--- config.mk ---
export PLATFORM = sky130hd
export DESIGN_NAME = ocean_game_sequencer
export DESIGN_NICKNAME = d
export VERILOG_FILES = /design/src/rtl/ocean_game_sequencer_pkg.sv /design/src/rtl/ocean_game_sequencer_frame_timer.sv /design/src/rtl/ocean_game_sequencer.sv
export SDC_FILE = /design/constraint.sdc
export NUM_CORES = 1
export LEC_CHECK = 0
export CORE_ASPECT_RATIO = 0.6
export CORE_MARGIN = 4
export CORE_UTILIZATION = 45
export CTS_CLUSTER_SIZE = 30
export DETAILED_ROUTE_END_ITERATION = 8
export PLACE_DENSITY = 0.71
export SLEW_MARGIN = 40
export SYNTH_ARGS = -nofsm -noshare
export SYNTH_HDL_FRONTEND = slang
export SYNTH_HIERARCHICAL = 1
export SYNTH_SLANG_ARGS = --single-unit
--- constraint.sdc ---
create_clock -name clk -period 6.99 [get_ports clk]
set_clock_uncertainty 0.1 [all_clocks]
set_input_delay 1.398 -clock clk [delete_from_list [all_inputs] [get_ports clk]]
set_output_delay 1.398 -clock clk [all_outputs]
set_load 0.005 [all_outputs]
--- src/rtl/ocean_game_sequencer_pkg.sv ---
// Shared encodings for the ocean game: game states and 12-bit RGB colours
// used by the sequencer and the drawing logic.
package ocean_game_pkg;

    localparam logic [2:0] ST_ATTRACT   = 3'd0;
    localparam logic [2:0] ST_PLAY      = 3'd1;
    localparam logic [2:0] ST_DEAD      = 3'd2;
    localparam logic [2:0] ST_WIN       = 3'd3;
    localparam logic [2:0] ST_GAME_OVER = 3'd4;

    localparam logic [11:0] COL_BLACK  = 12'h000;
    localparam logic [11:0] COL_TURQ   = 12'h0FF;
    localparam logic [11:0] COL_RED    = 12'hF00;
    localparam logic [11:0] COL_WHITE  = 12'hFFF;
    localparam logic [11:0] COL_YELLOW = 12'hFF0;

    localparam logic [11:0] COL_SHARK  = 12'h888;
    localparam logic [11:0] COL_BOTTLE = 12'h0F0;

endpackage

--- src/rtl/ocean_game_sequencer_frame_timer.sv ---
// Loadable 8-bit frame down-counter; done_o is a combinational pulse on the
// frame tick that takes the count from 1 to 0.
module frame_timer (
    input  logic       clk,
    input  logic       rst,
    input  logic       load_i,
    input  logic [7:0] load_val_i,
    input  logic       tick_i,
    output logic       done_o
);

    logic [7:0] cnt_q;
    logic [7:0] cnt_d;

    always_comb begin
        cnt_d = cnt_q;
        if (load_i) begin
            cnt_d = load_val_i;
        end else if (tick_i && (cnt_q != 8'd0)) begin
            cnt_d = cnt_q - 8'd1;
        end
    end

    always_ff @(posedge clk or posedge rst) begin
        if (rst) begin
            cnt_q <= 8'd0;
        end else begin
            cnt_q <= cnt_d;
        end
    end

    assign done_o = tick_i & ~load_i & (cnt_q == 8'd1);

endmodule

--- src/rtl/ocean_game_sequencer.sv ---
// Ocean game flow controller: samples overlap flags once per frame, keeps
// score and lives, and sequences ATTRACT/PLAY/DEAD/WIN/GAME_OVER.
module ocean_game_sequencer
    import ocean_game_pkg::*;
#(
    parameter int SHARK_N     = 2,
    parameter int BOTTLE_N    = 2,
    parameter int LIVES_INIT  = 3,
    parameter int BOTTLE_GOAL = 8,
    parameter int DEAD_FRAMES = 60
) (
    input  logic                clk,
    input  logic                rst,
    input  logic                frame_tick_i,
    input  logic                start_i,
    input  logic [SHARK_N-1:0]  shark_hit_i,
    input  logic [BOTTLE_N-1:0] bottle_hit_i,
    output logic [2:0]          game_state_o,
    output logic                move_en_o,
    output logic [BOTTLE_N-1:0] bottle_collect_o,
    output logic                respawn_all_o,
    output logic [7:0]          score_o,
    output logic [2:0]          lives_o,
    output logic [11:0]         bg_color_o
);

    logic [2:0]          state_q,   state_d;
    logic [7:0]          score_q,   score_d;
    logic [2:0]          lives_q,   lives_d;
    logic [BOTTLE_N-1:0] collect_q, collect_d;
    logic                respawn_q, respawn_d;
    logic                move_en_q, move_en_d;
    logic [11:0]         bg_q,      bg_d;
    logic                start_q;

    logic       start_rise;
    logic       timer_load;
    logic       timer_tick;
    logic       timer_done;
    logic [2:0] lives_dec;
    logic [8:0] pop;
    logic [8:0] sum9;

    assign start_rise = start_i & ~start_q;
    assign timer_tick = frame_tick_i & (state_q == ST_DEAD);
    assign lives_dec  = lives_q - 3'd1;

    always_comb begin
        pop = 9'd0;
        for (int i = 0; i < BOTTLE_N; i++) begin
            pop = pop + {8'd0, bottle_hit_i[i]};
        end
        sum9 = {1'b0, score_q} + pop;
    end

    always_comb begin
        state_d    = state_q;
        score_d    = score_q;
        lives_d    = lives_q;
        collect_d  = '0;
        respawn_d  = 1'b0;
        timer_load = 1'b0;
        case (state_q)
            ST_ATTRACT: begin
                if (start_rise) begin
                    score_d   = 8'd0;
                    lives_d   = 3'(LIVES_INIT);
                    respawn_d = 1'b1;
                    state_d   = ST_PLAY;
                end
            end
            ST_PLAY: begin
                // A shark hit in a frame wins over any bottle hit in that frame.
                if (frame_tick_i) begin
                    if (|shark_hit_i) begin
                        lives_d = lives_dec;
                        if (lives_dec == 3'd0) begin
                            state_d = ST_GAME_OVER;
                        end else begin
                            state_d    = ST_DEAD;
                            timer_load = 1'b1;
                        end
                    end else if (|bottle_hit_i) begin
                        collect_d = bottle_hit_i;
                        score_d   = sum9[8] ? 8'hFF : sum9[7:0];
                        if (score_d >= 8'(BOTTLE_GOAL)) begin
                            state_d = ST_WIN;
                        end
                    end
                end
            end
            ST_DEAD: begin
                if (timer_done) begin
                    respawn_d = 1'b1;
                    state_d   = ST_PLAY;
                end
            end
            ST_WIN, ST_GAME_OVER: begin
                if (start_rise) begin
                    state_d = ST_ATTRACT;
                end
            end
            default: state_d = ST_ATTRACT;
        endcase
    end

    always_comb begin
        move_en_d = (state_d == ST_PLAY);
        case (state_d)
            ST_PLAY:      bg_d = COL_TURQ;
            ST_DEAD:      bg_d = COL_RED;
            ST_WIN:       bg_d = COL_WHITE;
            ST_GAME_OVER: bg_d = COL_YELLOW;
            default:      bg_d = COL_BLACK;
        endcase
    end

    frame_timer u_dead_timer (
        .clk        (clk),
        .rst        (rst),
        .load_i     (timer_load),
        .load_val_i (8'(DEAD_FRAMES)),
        .tick_i     (timer_tick),
        .done_o     (timer_done)
    );

    always_ff @(posedge clk or posedge rst) begin
        if (rst) begin
            state_q   <= ST_ATTRACT;
            score_q   <= 8'd0;
            lives_q   <= 3'(LIVES_INIT);
            collect_q <= '0;
            respawn_q <= 1'b0;
            move_en_q <= 1'b0;
            bg_q      <= COL_BLACK;
            start_q   <= 1'b0;
        end else begin
            state_q   <= state_d;
            score_q   <= score_d;
            lives_q   <= lives_d;
            collect_q <= collect_d;
            respawn_q <= respawn_d;
            move_en_q <= move_en_d;
            bg_q      <= bg_d;
            start_q   <= start_i;
        end
    end

    assign game_state_o     = state_q;
    assign move_en_o        = move_en_q;
    assign bottle_collect_o = collect_q;
    assign respawn_all_o    = respawn_q;
    assign score_o          = score_q;
    assign lives_o          = lives_q;
    assign bg_color_o       = bg_q;

endmodule
Word-level counts from Yosys, hierarchy flattened
Cells that the tools add are included.

word-level totals
  bits in registers = 39
  bits in latches = 0
  RAM bits = 0
  bits in read-only memories = 0
  input bits = 8
  output and inout port bits = 30
  word-level logic and storage cells = 78
  memories = 0

cells by class
  $add $sub $neg = 4
  multiply operators = 0
  div/mod/pow operators = 0
  order comparisons = 1
  eq/ne operators = 14
  shifts and indexed selects = 0
  muxes and demuxes = 33
  bitwise logic cells = 6
  reductions and logical operators = 11

operators by type and width
  cell                                                 count
  two-way mux 8 bit                                    7
  case mux 12 bit (4 select lines)                     1
  two-way mux 3 bit                                    11
  case mux 8 bit (2 select lines)                      1
  == test 3 x 2 -> 1 bit, second input constant        4
  case mux 3 bit (4 select lines)                      1
  inequality test 2 bit, second input constant         5
  adder 8 x 2 -> 9 bit                                 1
  == test 8 x 1 -> 1 bit, second input constant        1
  >= comparator 8 x 4 -> 1 bit, second input constant  1
  two-way mux 2 bit                                    4
  nonzero test 8 bit                                   1
  subtractor 8 x 1 -> 8 bit, second input constant     1
  == test 3 x 1 -> 1 bit, second input constant        2
  == test 3 bit, second input constant                 2
  logical NOT 3 bit                                    2
  two-way mux 1 bit                                    6
  case mux 3 bit (2 select lines)                      1
  OR reduction 2 bit                                   3
  AND reduction 5 bit                                  1
  bitwise AND 1 bit                                    4
  AND reduction 4 bit                                  1
  nonzero test 2 bit                                   2
  subtractor 3 x 1 -> 3 bit, second input constant     1
  4 further kinds                                      5

Longest topological paths before layout
  word-level depth = 13
  depth in mapped cells = 12

Modules after synthesis
Netlist, hierarchy kept.

modules (own cells, without submodules)
  module                times used  cells an instance  area an instance (um^2)  sequential area each (um^2)
  ocean_game_sequencer  1           147                1312.5                   553.0
  frame_timer           1           63                 578.1                    200.2

Worst setup path before layout
OpenSTA, ideal clock, no wires.

  path type = input to register
  start point = input port bottle_hit_i[0]
  end point = register move_en_q, in the netlist move_en_o
  library setup time = 0.120 ns
  arrival time = 3.151 ns
  required time = 6.770 ns
  path slack = 3.620 ns
  stages on the path = 9
  path buffers = 0
  cell sequence = inv_1 -> fa_1 -> inv_1 -> ha_1 -> and4_2 -> a21o_2 -> a22oi_1 -> a311o_2 -> and3_1

on the way
  cells in the longest elaborated chain, start to end = 10

RTL lines
  item                               RTL line                     text
  start: declaration                 ocean_game_sequencer.sv:17   input logic [BOTTLE_N-1:0] bottle_hit_i,
  adder 1 x 1 -> 2 bit               ocean_game_sequencer.sv:51   pop = pop + {8'd0, bottle_hit_i[i]};
  adder 8 x 2 -> 9 bit               ocean_game_sequencer.sv:53   sum9 = {1'b0, score_q} + pop;
  two-way mux 8 bit                  ocean_game_sequencer.sv:85   score_d = sum9[8] ? 8'hFF : sum9[7:0];
  >= comparator 8 x 4 -> 1 bit       ocean_game_sequencer.sv:86   if (score_d >= 8'(BOTTLE_GOAL)) begin
  two-way mux 3 bit                  ocean_game_sequencer.sv:86
  two-way mux 3 bit *                ocean_game_sequencer.sv:83   end else if (|bottle_hit_i) begin
  two-way mux 3 bit *                ocean_game_sequencer.sv:75   if (|shark_hit_i) begin
  two-way mux 3 bit *                ocean_game_sequencer.sv:74   if (frame_tick_i) begin
  case mux 3 bit (4 select lines) *  ocean_game_sequencer.sv:63   case (state_q)
  == test 3 x 1 -> 1 bit *           ocean_game_sequencer.sv:108  move_en_d = (state_d == ST_PLAY);
  via move_en_d                      ocean_game_sequencer.sv:32   logic move_en_q, move_en_d;
  end signal: assignment             ocean_game_sequencer.sv:143  move_en_q <= move_en_d;
  end: declaration                   ocean_game_sequencer.sv:32

The timed path passes the listed nets; every way through them passes the cells marked *.
A chain may end at the register's enable or synchronous reset.

Worst setup path after layout
Ends and elaborated chain as after synthesis.

==> impl_results.md <==
* Worst setup path class: input port to flip-flop
* Netlist cell types at 61
* Hold Path End: lives_o[1]
* Status: finished clean
* Die W at 91.7 um
* Die Ht at 58.2 um
* Post-route minimum period at approximately 3.8 ns
* Max frequency at 265 MHz
* CTS tree: done
* Fraction of the cycle the final worst path needs at 0.540
* Reg2reg end: move_en_o
* Routed WL per cell at 14.4 um
* LEAKAGE at 0.994 nW
* Worst setup EP type: flip-flop
* Gr ovfl total at 0
* Total I/O pin count at 38
* First-pass GRT wire length at 7.46 mm
* Ant diodes at 0
* Clk slew on worst S/H paths at 0.06 ns
* Drt drc at 0
* GPL Wtd Cong at 0.905
* RSZ-0062 raised after global routing: false
* Mean post-synth cell area at 9.00 um^2
* Slew Viols, Final at 0
* Largest net degree at the start of global routing at 23
* Vias in the first global route at 1424
* Via Count at 1656
* Setup slack, reg-to-reg at 3.92 ns
* Clock tree buffer depth at 2
* Post-CTS Resized at 0
* Primary FF master, synth: dfrtp_1
* CTS Buf Count at 5
* FILL cells at 317
* Maximum vdd drop at 0.000179 V
* Setup Fix Bufs, Post-CTS at 0
* Post-Syn Area at 1890 um^2
* Antenna violations before repair at 0
* Max-Cap Viols at 0
* Layout area overhead at 24.6%
* Slew margin rel. at 0.592
* Worst path required time at 7.05 ns
* Register area share after synthesis at 0.398
* Hold path depth at 1
* CP arrival at 3.83 ns
* Register Area at between 700 and 800 um^2
* Row count at 17
* Vias per cell at roughly 5.4
* Initial DRC count at 250
* Die Area at 5340 um^2
* Startpoint Class: input port
* Asr flop ratio synth at 1.00
* Worst Reg2Reg Path Length in Cells at 12
* Worst slew pin tran at 0.596 ns
* Post-Route Setup TNS at 0 ns
* CTS H-tree lvls at 2
* Nets at 261
* Initial Util at 0.491
* CTS Root Cell: clkbuf_8
* Port Buffers at 37
* Core area at 3850 um^2
* Power Dens Cells at between 300 and 400 nW/um^2
* Hold buffers post-CTS at 0
* Placed Cells at 296
* Hpwl dp at about 3.4 mm
* Final hold violation count at 0
* Syn Inst Count at 210
* Final cell count without fillers at 304
* Seq cells post-synth at 30
* First drt pass iteration count at 4
* Hold Path Class: flip-flop to flip-flop
* Multi-input gate area at 1020 um^2
* ANT nets after route at 0
* RR Startpoint: lives_o[0]
* Setup violators final at 0
* Post-synth EDFFs at 0
* Fraction of layout cells with a size suffix above 1 at 0.101
* Synth Warn # at 6
* Tot GR Track Use at 0.177
* TritonCTS sink count at 30
* Clock latency at the later pin of the worst-skew pair at ~0.28 ns
* Crit-path max FO at 7
* Hold path startpoint: lives_o[1]
* Routed WL at 4.38 mm
-- per-stage QoR --
stage               area, um^2  utilization  hold WS (ns)  setup slack, ns  total power [mW]
detailed placement        2260        0.587         0.416             2.95             0.712
floorplan                 1920            -         0.407             3.62             0.562
global route              2350        0.612         0.439             3.13             0.928
CTS                       2350        0.610         0.427             3.24             0.859
finish                    2350        0.612         0.422             3.22             0.858
global placement          2260        0.587         0.411             3.01             0.709
-- placed cells by master (no fill, tap or decap), types with 2 or more instances in the layout --
cell and instances:
a21o_1 2, a21oi_1 16, a2bb2oi_1 2, a31oi_1 5
and2_1 3, clkbuf_8 6, clkdlybuf4s50_1 37, conb_1 9
dfrtp_1 28, dfstp_2 2, ha_1 6, inv_1 11
mux2i_1 3, nand2_1 18, nand2b_1 3, nand3_1 7
nand3b_1 2, nand4_1 3, nand4b_1 2, nor2_1 14
nor3_1 3, nor3b_1 2, nor4_1 3, o21ai_0 14
o311ai_1 2, o31ai_1 3, or2_2 3, or4b_2 2
-- worst max-delay path, cell delays in order --
cell and delay, ns:
clkdlybuf4s50_1 0.47, inv_1 0.07, fa_1 0.47, inv_1 0.08, ha_1 0.27, and4_2 0.31
a21o_2 0.13, a22oi_1 0.06, a311o_2 0.39, and3_1 0.19
-- cell type report --
| type | instances | area share |
|---|---|---|
| Clock inverter | 1 | 0.00213 |
| Sequential cell | 30 | 0.320 |
| Tap cell | 57 | 0.0303 |
| Inverter | 12 | 0.0191 |
| Multi-Input combinational cell | 159 | 0.431 |
| Clock buffer | 7 | 0.0367 |
| Timing Repair Buffer | 38 | 0.160 |
-- cells by family after synthesis --
family	synth area share
other	0.00397
AOI/OAI and AO/OA	0.197
adders and majority gates	0.0503
DFF	0.398
muxes	0.0159
and+or+nand+nor	0.249
buffers and inverters	0.0807
xor gates and xnor gates	0.00463
-- metal layers --
layer,share of wire,GRT usage
met2,0.37,0.213
met4,0.011,0.0601
met5,0,0
met1,0.54,0.288
met3,0.079,0.0519
-- power breakdown --
group	switching, mW	total (mW)	internal, mW
clock network	0.0626	0.142	0.0793
logic	0.183	0.396	0.213
registers	0.0821	0.320	0.238
total	0.328	0.858	0.530
-- worst max-delay path by stage --
stage / endpoint / from / cells after the start / slack, ns
2_1_floorplan: move_en_o / bottle_hit_i[0] / 9 / 3.62
3_3_place_gp: move_en_o / bottle_hit_i[0] / 10 / 3.01
3_5_place_dp: move_en_o / bottle_hit_i[0] / 10 / 2.95
4_1_cts: move_en_o / bottle_hit_i[0] / 10 / 3.24
5_1_grt: move_en_o / bottle_hit_i[0] / 10 / 3.13
6_report: move_en_o / bottle_hit_i[0] / 10 / 3.22
-- synth_stat cells, drive strengths merged, types with 2 or more instances --
cell type  count  area, um^2
and2           4        26.3
ha             6        75.1
o311ai         3        26.3
nand2b         3        18.8
and3b          2        18.8
buf           13        96.3
or2            3        18.8
a21o           3        23.8
nor3           4        20.0
o21ai         15        75.1
nand3          7        35.0
a2bb2oi        2        17.5
nand4          3        18.8
mux2i          3        30.0
dfrtp         28         701
a31oi          5        31.3
nand4b         2        17.5
o31ai          3        22.5
a21oi         16        80.1
nand2         18        67.6
or3            2        13.8
a311o          2        21.3
nor4           3        18.8
inv           12        45.0
nor3b          2        15.0
or4b           4        43.8
and4           2        18.8
clkbuf         3        11.3
conb           2        7.51
dfstp          2        52.6
nand3b         2        15.0
nor2          15        63.8
-- registers in the layout, indices dropped and copies added (netlist names) --
name,count
score_o,8
u_dead_timer/cnt_q,8
game_state_o,3
respawn_all_o,1
move_en_o,1
lives_o,3
bottle_collect_o,2
start_q,1
bg_color_o,3
(Power assumes the default switching activity.)
